===== config.mk =====
export PLATFORM = sky130hd
export DESIGN_NAME = clap_counter
export DESIGN_NICKNAME = d
export VERILOG_FILES = /design/src/rtl/clap_pkg.sv /design/src/rtl/clap_edge_detect.sv /design/src/rtl/clap_counter.sv
export SDC_FILE = /design/constraint.sdc
export NUM_CORES = 1
export LEC_CHECK = 0
export ABC_CLOCK_PERIOD_IN_PS = 3250
export CORE_AREA = 2 2 103 105
export DETAILED_ROUTE_END_ITERATION = 8
export DIE_AREA = 0 0 105 107
export PLACE_DENSITY = 0.54
export SLEW_MARGIN = 15
export SYNTH_ARGS = -nofsm -noshare
export SYNTH_HDL_FRONTEND = slang
export SYNTH_SLANG_ARGS = --single-unit

===== constraint.sdc =====
create_clock -name clock -period 3.25 [get_ports clock]
set_input_delay 0.325 -clock clock [delete_from_list [all_inputs] [get_ports clock]]
set_output_delay 0.325 -clock clock [all_outputs]
set_load 0.01 [all_outputs]

===== src/rtl/clap_pkg.sv =====
// Shared types and constants for the clap counter and its toggle-light consumer.
package clap_pkg;
    typedef enum logic [1:0] {
        ST_IDLE     = 2'd0,
        ST_COUNTING = 2'd1,
        ST_OUTPUT   = 2'd2
    } clap_state_e;

    localparam int SUC_CLAPS_WIDTH_DEF = 16;

    // Clap counts the consumer maps to light on / light off.
    localparam int TOGLITE_ON_VAL  = 1;
    localparam int TOGLITE_OFF_VAL = 2;
endpackage


===== src/rtl/clap_edge_detect.sv =====
// Rising-edge pulse from the clap detector level.
// CLAP_COUNTER_SYNC_EN adds a 2-flop synchronizer in front (edge appears 2 cycles after pin rise).
module clap_edge_detect (
    input  logic clock,
    input  logic nreset,
    input  logic clap_det_i,
    output logic clap_edge_o
);
    logic lvl;
    logic lvl_q;

`ifdef CLAP_COUNTER_SYNC_EN
    logic [1:0] sync_q;

    always_ff @(posedge clock) begin
        if (!nreset) sync_q <= '0;
        else         sync_q <= {sync_q[0], clap_det_i};
    end

    assign lvl = sync_q[1];
`else
    assign lvl = clap_det_i;
`endif

    always_ff @(posedge clock) begin
        if (!nreset) lvl_q <= 1'b0;
        else         lvl_q <= lvl;
    end

    assign clap_edge_o = lvl & ~lvl_q;
endmodule


===== src/rtl/clap_counter.sv =====
// Groups debounced claps inside a silence window and emits the group size on a valid/ready stream.
// Define CLAP_COUNTER_SYNC_EN when clap_det is asynchronous to clock.
module clap_counter
    import clap_pkg::*;
#(
    parameter int SUC_CLAPS_WIDTH    = SUC_CLAPS_WIDTH_DEF,
    parameter int TIMER_WIDTH        = 26,
    parameter int CLAP_GAP_CYCLES    = 5000000,
    parameter int CLAP_WINDOW_CYCLES = 50000000
) (
    input  logic                       clock,
    input  logic                       nreset,
    input  logic                       clap_det,
    output logic [SUC_CLAPS_WIDTH-1:0] suc_claps_data,
    output logic                       suc_claps_valid,
    input  logic                       suc_claps_ready
);
    localparam logic [TIMER_WIDTH-1:0]     GAP_M1  = TIMER_WIDTH'(CLAP_GAP_CYCLES - 1);
    localparam logic [TIMER_WIDTH-1:0]     WIN_M1  = TIMER_WIDTH'(CLAP_WINDOW_CYCLES - 1);
    localparam logic [SUC_CLAPS_WIDTH-1:0] CNT_MAX = '1;

    clap_state_e                state_q;
    logic [SUC_CLAPS_WIDTH-1:0] count_q;
    logic [SUC_CLAPS_WIDTH-1:0] count_d;
    logic [TIMER_WIDTH-1:0]     timer_q;
    logic [TIMER_WIDTH-1:0]     timer_d;
    logic [SUC_CLAPS_WIDTH-1:0] data_q;
    logic                       valid_q;
    logic                       clap_edge;

    clap_edge_detect u_edge (
        .clock       (clock),
        .nreset      (nreset),
        .clap_det_i  (clap_det),
        .clap_edge_o (clap_edge)
    );

    // Saturating increment keeps a long burst from wrapping back to a small count.
    assign count_d = (count_q == CNT_MAX) ? count_q : count_q + 1'b1;
    assign timer_d = timer_q + 1'b1;

    always_ff @(posedge clock) begin
        if (!nreset) begin
            state_q <= ST_IDLE;
            count_q <= '0;
            timer_q <= '0;
            data_q  <= '0;
            valid_q <= 1'b0;
        end else begin
            case (state_q)
                ST_IDLE: begin
                    if (clap_edge) begin
                        count_q <= SUC_CLAPS_WIDTH'(1);
                        timer_q <= '0;
                        state_q <= ST_COUNTING;
                    end
                end
                ST_COUNTING: begin
                    // An accepted clap on the expiry cycle keeps the group open.
                    if (clap_edge && timer_q >= GAP_M1) begin
                        count_q <= count_d;
                        timer_q <= '0;
                    end else if (timer_q == WIN_M1) begin
                        data_q  <= count_q;
                        valid_q <= 1'b1;
                        state_q <= ST_OUTPUT;
                    end else begin
                        timer_q <= timer_d;
                    end
                end
                ST_OUTPUT: begin
                    if (suc_claps_ready) begin
                        valid_q <= 1'b0;
                        count_q <= '0;
                        state_q <= ST_IDLE;
                    end
                end
                default: state_q <= ST_IDLE;
            endcase
        end
    end

    assign suc_claps_data  = data_q;
    assign suc_claps_valid = valid_q;
endmodule


==> flow_metrics.py, run 1 <==
metrics = {
    "run_status": {
        "status": "finished clean",
    },
    "pwr": {
        "cell_internal_pwr_mw": 1.316,
        "ir_drop_uv": 293.5,
        "clockPowerShare_pct": 40.9,
        "seq_power_share_pct": 42.1,
        "power_density_mw_per_mm2": 468.5,
        "power_frac_comb_pct": 17.0,
        "leakagePower_nw": 1.374,
        "power_mw": 1.872,
        "netSwitchingPower_mw": 0.5560,
        "power.share.switching_pct": 29.69,
    },
    "worst_setup_path": {
        "cp_max_fo": 11,
        "end_kind": "flip-flop",
        "start_kind": "flip-flop",
        "required_ns": 3.48,
        "path_class": "reg2reg",
        "crit_arrival_ns": 2.93,
    },
    "run": {
        "drv_cap": 0,
    },
    "clocking": {
        "post_cts_resize_count": 0,
        "cts_tree": "built",
        "htreeDepth": 3,
        "cts_root_buf": "clkbuf_8",
        "numCtsBuffers": 9,
        "clk_path_buf_depth": 2,
        "clkSlewWorstSetupHoldPaths_ns": 0.07,
        "postCtsSetupRepairBufs": 0,
        "cts_num_sinks": 62,
        "hold_buffers": 0,
        "clk_latency_ns": 0.35,
    },
    "layout": {
        "drive_above_1_share_pct": 10.71,
        "layout_commonest_cell": "dfxtp_1",
        "final_core_util_pct": 39.60,
        "layout_common_cells": "62 x dfxtp_1, 60 x nand2_1, 31 x nand3_1, 24 x nor2_1, 19 x clkdlybuf4s50_1",
        "seq_area_mm2": 0.001241,
        "n_antenna_cell": 0,
        "syn_to_final_growth_pct": 15.18,
        "num-nets-final": 445,
        "n_fill_cell": 1071,
        "multi_input_area_mm2": 0.002063,
    },
    "sta": {
        "rsz0062_at_grt": "false",
        "timing.fmax_ghz": 0.3705,
        "fin_ws_ns": 0.5508,
        "post-route-period-util_pct": 83.05,
        "setup_tns_ns": 0,
        "finalMaxSlewViolations": 0,
        "setup-violations-final": 0,
        "maxSlewHeadroom_pct": 41.21,
        "skew_ns": 0.01095,
        "finalCriticalPeriod_ns": 2.699,
        "worst_pin_slew_ns": 0.8760,
        "hold_viol": 0,
    },
    "route": {
        "vias_per_cell": 5.593,
        "wl_mm": 8.806,
        "wire_per_inst_um": 15.31,
        "drtAntennaViolNets": 0,
        "firstDrtPassIters": 5,
        "drt_iter0_markers": 214,
        "vias": 3216,
        "drcViolationCount": 0,
    },
    "global_route": {
        "grt_pass1_wl_mm": 14.97,
        "overflow": 0,
        "antenna_found_initial": 0,
        "grt_usage_pct": 16.40,
        "grt_max_degree": 37,
        "grt_pass1_vias": 3094,
    },
    "die": {
        "die_height_um": 107,
        "rows": 37,
        "die_x_um": 105,
        "start_util_pct": 34.38,
        "core-area_mm2": 0.01009,
        "ios": 21,
        "dieArea_mm2": 0.01124,
    },
    "placement": {
        "gp_congestion": 0.9241,
        "numPortBuffers": 20,
        "place_ws_ns": 0.5357,
        "hpwl_mm": 6.113,
    },
    "synth": {
        "syn_area_mm2": 0.003470,
        "synth_edf_count": 0,
        "yosysWarnings": 0,
        "avgSynthCellArea_um2": 8.261,
        "ys.flop_type": "dfxtp_1",
        "async_flop_share_pct": 0,
        "synthCells": 420,
        "yosys_register_bits": 62,
        "synth_cell_types": 66,
        "ys_seq_area_share_pct": 35.77,
        "synth.net_count": 431,
    },
    "min_path": {
        "hold_class": "in2reg",
    },
}
[cells by family (layout without fill, tap and decap cells)]
group	count (synthesis)	count (layout)	share of synthesized area, %
and+or+nand+nor	202	202	30.98
AOI/OAI and AO/OA	89	89	19.01
DFF	62	62	35.77
buffers and inverters	35	54	4.760
muxes	18	18	5.193
adders and majority gates	7	7	2.524
xor gates and xnor gates	7	7	1.767
[synth_stat cells (all sizes together), types with 5 or more instances]
library cell	n	area, um^2
dfxtp	62	1241
nand2	61	231.5
nand3	31	155.2
nor2	24	90.09
mux2i	18	180.2
a21oi	17	96.35
clkbuf	17	63.81
nand4	16	100.1
o21ai	16	80.08
and3	13	81.33
buf	10	71.32
o31ai	9	72.57
inv	8	30.03
or4	8	63.81
ha	7	87.58
nor3	7	35.03
or3	7	48.80
a21boi	6	48.79
and2	6	37.53
xor2	6	52.55
o221a	5	56.30
o311ai	5	43.80
[cell type report]
class                           count  area share (%)
Tap cell                          136           4.258
Timing Repair Buffer               30           6.763
Sequential cell                    62           31.06
Clock inverter                      7           2.442
Inverter                            8          0.7514
Clock buffer                        9           3.100
Multi-Input combinational cell    323           51.63
[worst paths after layout]
path / slack, ns / start / end / cells after the start
worst max register to register: 0.55 / timer_q[11] / count_q[2] / 6
worst max-delay path: 0.55 / timer_q[11] / count_q[2] / 6
worst min register to register: 0.46 / suc_claps_data[1] / suc_claps_data[1] / 2
worst min-delay path: 0.37 / nreset / timer_q[1] / 2
[state kept, by name, indices dropped and copies added, names as in the netlist]
name and cells:
suc_claps_valid 1, timer_q 26, u_edge.lvl_q 1, count_q 16, state_q 2, suc_claps_data 16
[per-stage QoR]
stage / instances / hold slack (ns) / cell area [um^2]
after floorplan: 420 / 0.4467 / 3470
after detailed placement: 559 / 0.4515 / 3775
after global routing: 575 / 0.3557 / 3996
after global placement: 559 / 0.4431 / 3775
final: 575 / 0.3668 / 3996
after CTS: 575 / 0.3409 / 3996
[critical path, stage by stage (launching register included)]
cell	delay [ns]
dfxtp_1	0.39
a211o_1	0.34
a2111oi_2	0.50
o211ai_2	0.21
o21ai_1	0.74
nor2_1	0.10
o221a_2	0.30
[power groups by stage]
| stage | Sequential [mW] | Combinational (mW) | Clock, mW |
|---|---|---|---|
| 5_1_grt | 0.791 | 0.349 | 0.821 |
| 2_1_floorplan | 0.801 | 0.210 | 0 |
| 4_1_cts | 0.788 | 0.319 | 0.795 |
| 3_3_place_gp | 0.806 | 0.316 | 0 |
| 3_5_place_dp | 0.806 | 0.317 | 0 |
| 6_report | 0.789 | 0.319 | 0.765 |
[per-layer routing]
| layer | global-route usage (%) | vias to the layer above | wire (um) |
|---|---|---|---|
| met1 | 19.92 | 1522 | 4018 |
| li1 | - | 1596 | - |
| met2 | 28.20 | 87 | 4259 |
| met4 | 6.190 | 0 | 108 |
| met5 | 0 | - | 0 |
| met3 | 3.830 | 11 | 421 |
Note: power is estimated with default switching activity, not from simulation.
==> run 2: changes to the inputs <==
Settings changed: ABC_CLOCK_PERIOD_IN_PS 3250 to 2700.
Clock period 3.25 ns to 2.7 ns, I/O delays scaled along.
==> flow_metrics.py, run 2 (synthesis results as in run 1) <==
metrics = {
    "worst_setup_path": {
        "start_kind": "flip-flop",
        "crit_family": "simple AND/OR/NAND/NOR gates",
        "slowest_stage": "or4_4",
        "required_ns": 2.97,
        "end_kind": "flip-flop",
        "path_class": "reg2reg",
        "cp.depth": 7,
        "crit_arrival_ns": 2.83,
        "max_stage_delay_ns": 0.58,
        "crit_chain": "nand2_2 > or4b_4 > or4_4 > a21oi_4 > or3_1 > buf_12 > mux2i_1",
        "cp.buffers_inverters": 1,
        "reg2reg_depth": 7,
        "cp_max_fo": 16,
    },
    "route": {
        "firstDrtPassIters": 5,
        "drt_iter0_markers": 211,
        "wl_mm": 8.946,
        "drtAntennaViolNets": 0,
        "wire_per_inst_um": 15.21,
        "vias_per_cell": 5.575,
        "vias": 3278,
        "drcViolationCount": 0,
    },
    "placement": {
        "gp_congestion": 0.9215,
        "hpwl_mm": 6.221,
        "numPortBuffers": 20,
    },
    "sta": {
        "maxSlewHeadroom_pct": 57.43,
        "worst_pin_slew_ns": 0.6347,
        "finalCriticalPeriod_ns": 2.554,
        "timing.fmax_ghz": 0.3915,
        "setup_tns_ns": 0,
        "setup-violations-final": 0,
        "hold_viol": 0,
        "rsz0062_at_grt": "false",
        "skew_ns": 0.01485,
        "post-route-period-util_pct": 94.61,
        "finalMaxSlewViolations": 0,
    },
    "clocking": {
        "clkSlewWorstSetupHoldPaths_ns": 0.08,
        "htreeDepth": 3,
        "cts_tree": "built",
        "hold_buffers": 0,
        "clk_latency_ns": 0.35,
        "cts_num_sinks": 62,
        "clk_path_buf_depth": 2,
        "numCtsBuffers": 9,
        "cts_root_buf": "clkbuf_8",
    },
    "pwr": {
        "netSwitchingPower_mw": 0.6749,
        "power_frac_comb_pct": 18.8,
        "seq_power_share_pct": 43.4,
        "leakagePower_nw": 1.438,
        "cell_internal_pwr_mw": 1.503,
        "ir_drop_uv": 229.4,
        "power.share.switching_pct": 30.99,
        "power_density_mw_per_mm2": 531.1,
        "clockPowerShare_pct": 37.8,
    },
    "layout": {
        "regMostFlops": "timer_q",
        "num-nets-final": 458,
        "syn_to_final_growth_pct": 18.21,
        "largest_reg_flops": 26,
        "layout_common_cells": "62 x dfxtp_1, 60 x nand2_1, 31 x nand3_1, 24 x nor2_1, 21 x buf_4",
        "drive_above_1_share_pct": 13.50,
        "final_core_util_pct": 40.64,
        "n_antenna_cell": 0,
        "multi_input_area_mm2": 0.002071,
        "layout_commonest_cell": "dfxtp_1",
        "seq_area_mm2": 0.001241,
        "n_fill_cell": 1038,
    },
    "global_route": {
        "grt_pass1_vias": 3132,
        "grt_pass1_wl_mm": 15.24,
        "antenna_found_initial": 0,
        "overflow": 0,
        "grt_usage_pct": 16.65,
        "grt_max_degree": 47,
    },
    "min_path": {
        "hold_class": "in2reg",
        "hold_depth": 2,
    },
    "die": {
        "die_height_um": 107,
        "die_x_um": 105,
        "core-area_mm2": 0.01009,
        "start_util_pct": 34.38,
        "ios": 21,
        "dieArea_mm2": 0.01124,
        "rows": 37,
    },
    "run_status": {
        "status": "finished clean",
    },
    "run": {
        "drv_cap": 0,
    },
}
-- run 2: path summary, 6_finish.rpt --
| check | start | endpoint | slack, ns |
|---|---|---|---|
| worst max-delay path | timer_q[18] | suc_claps_data[13] | 0.15 |
| worst min-delay path | nreset | count_q[13] | 0.41 |
| worst max register to register | timer_q[18] | suc_claps_data[13] | 0.15 |
| worst min register to register | suc_claps_data[2] | suc_claps_data[2] | 0.45 |
-- run 2: through the flow --
stage	power (mW)	worst slack [ns]	std cells	hold slack (ns)	cell area [um^2]
2_1_floorplan	1.217	0.3136	420	0.3917	3470
5_1_grt	2.285	0.002841	588	0.4190	4101
3_3_place_gp	1.364	0.1695	572	0.4442	3897
3_5_place_dp	1.368	0.1418	572	0.4522	3897
6_report	2.178	0.1455	588	0.4103	4101
4_1_cts	2.191	0.1183	588	0.4028	4094
-- run 2: power groups by stage --
stage          combinational (mW)  sequential, mW  clock [mW]
2_1_floorplan               0.253           0.964           0
3_3_place_gp                0.398           0.966           0
3_5_place_dp                0.402           0.966           0
4_1_cts                     0.403           0.945       0.843
5_1_grt                     0.449           0.947       0.888
6_report                    0.410           0.945       0.824
-- run 2: layout make-up --
cell class | count | share of cell area, %
Clock buffer | 9 | 3.020
Clock inverter | 7 | 1.769
Tap cell | 136 | 4.149
Timing Repair Buffer | 43 | 9.579
Multi-Input combinational cell | 323 | 50.49
Sequential cell | 62 | 30.26
Inverter | 8 | 0.7322
-- run 2: per-layer routing --
layer / vias up / part of all wire (%) / GRT usage [%]
met5: - / 0 / 0
met3: 15 / 4.0 / 2.736
met1: 1566 / 48 / 21.50
met2: 78 / 47 / 27.83
met4: 0 / 1.8 / 6.476
li1: 1619 / - / -
-- run 2: worst reg2reg max path: stages (launching register included) --
cell	delay, ns
dfxtp_1	0.44
nand2_2	0.10
or4b_4	0.57
or4_4	0.58
a21oi_4	0.22
or3_1	0.18
buf_12	0.17
mux2i_1	0.21
-- run 2: timing repair --
action	in CTS	in global routing
endpoints found under the setup margin	0	1
resized for setup	0	1
setup buffers	0	0
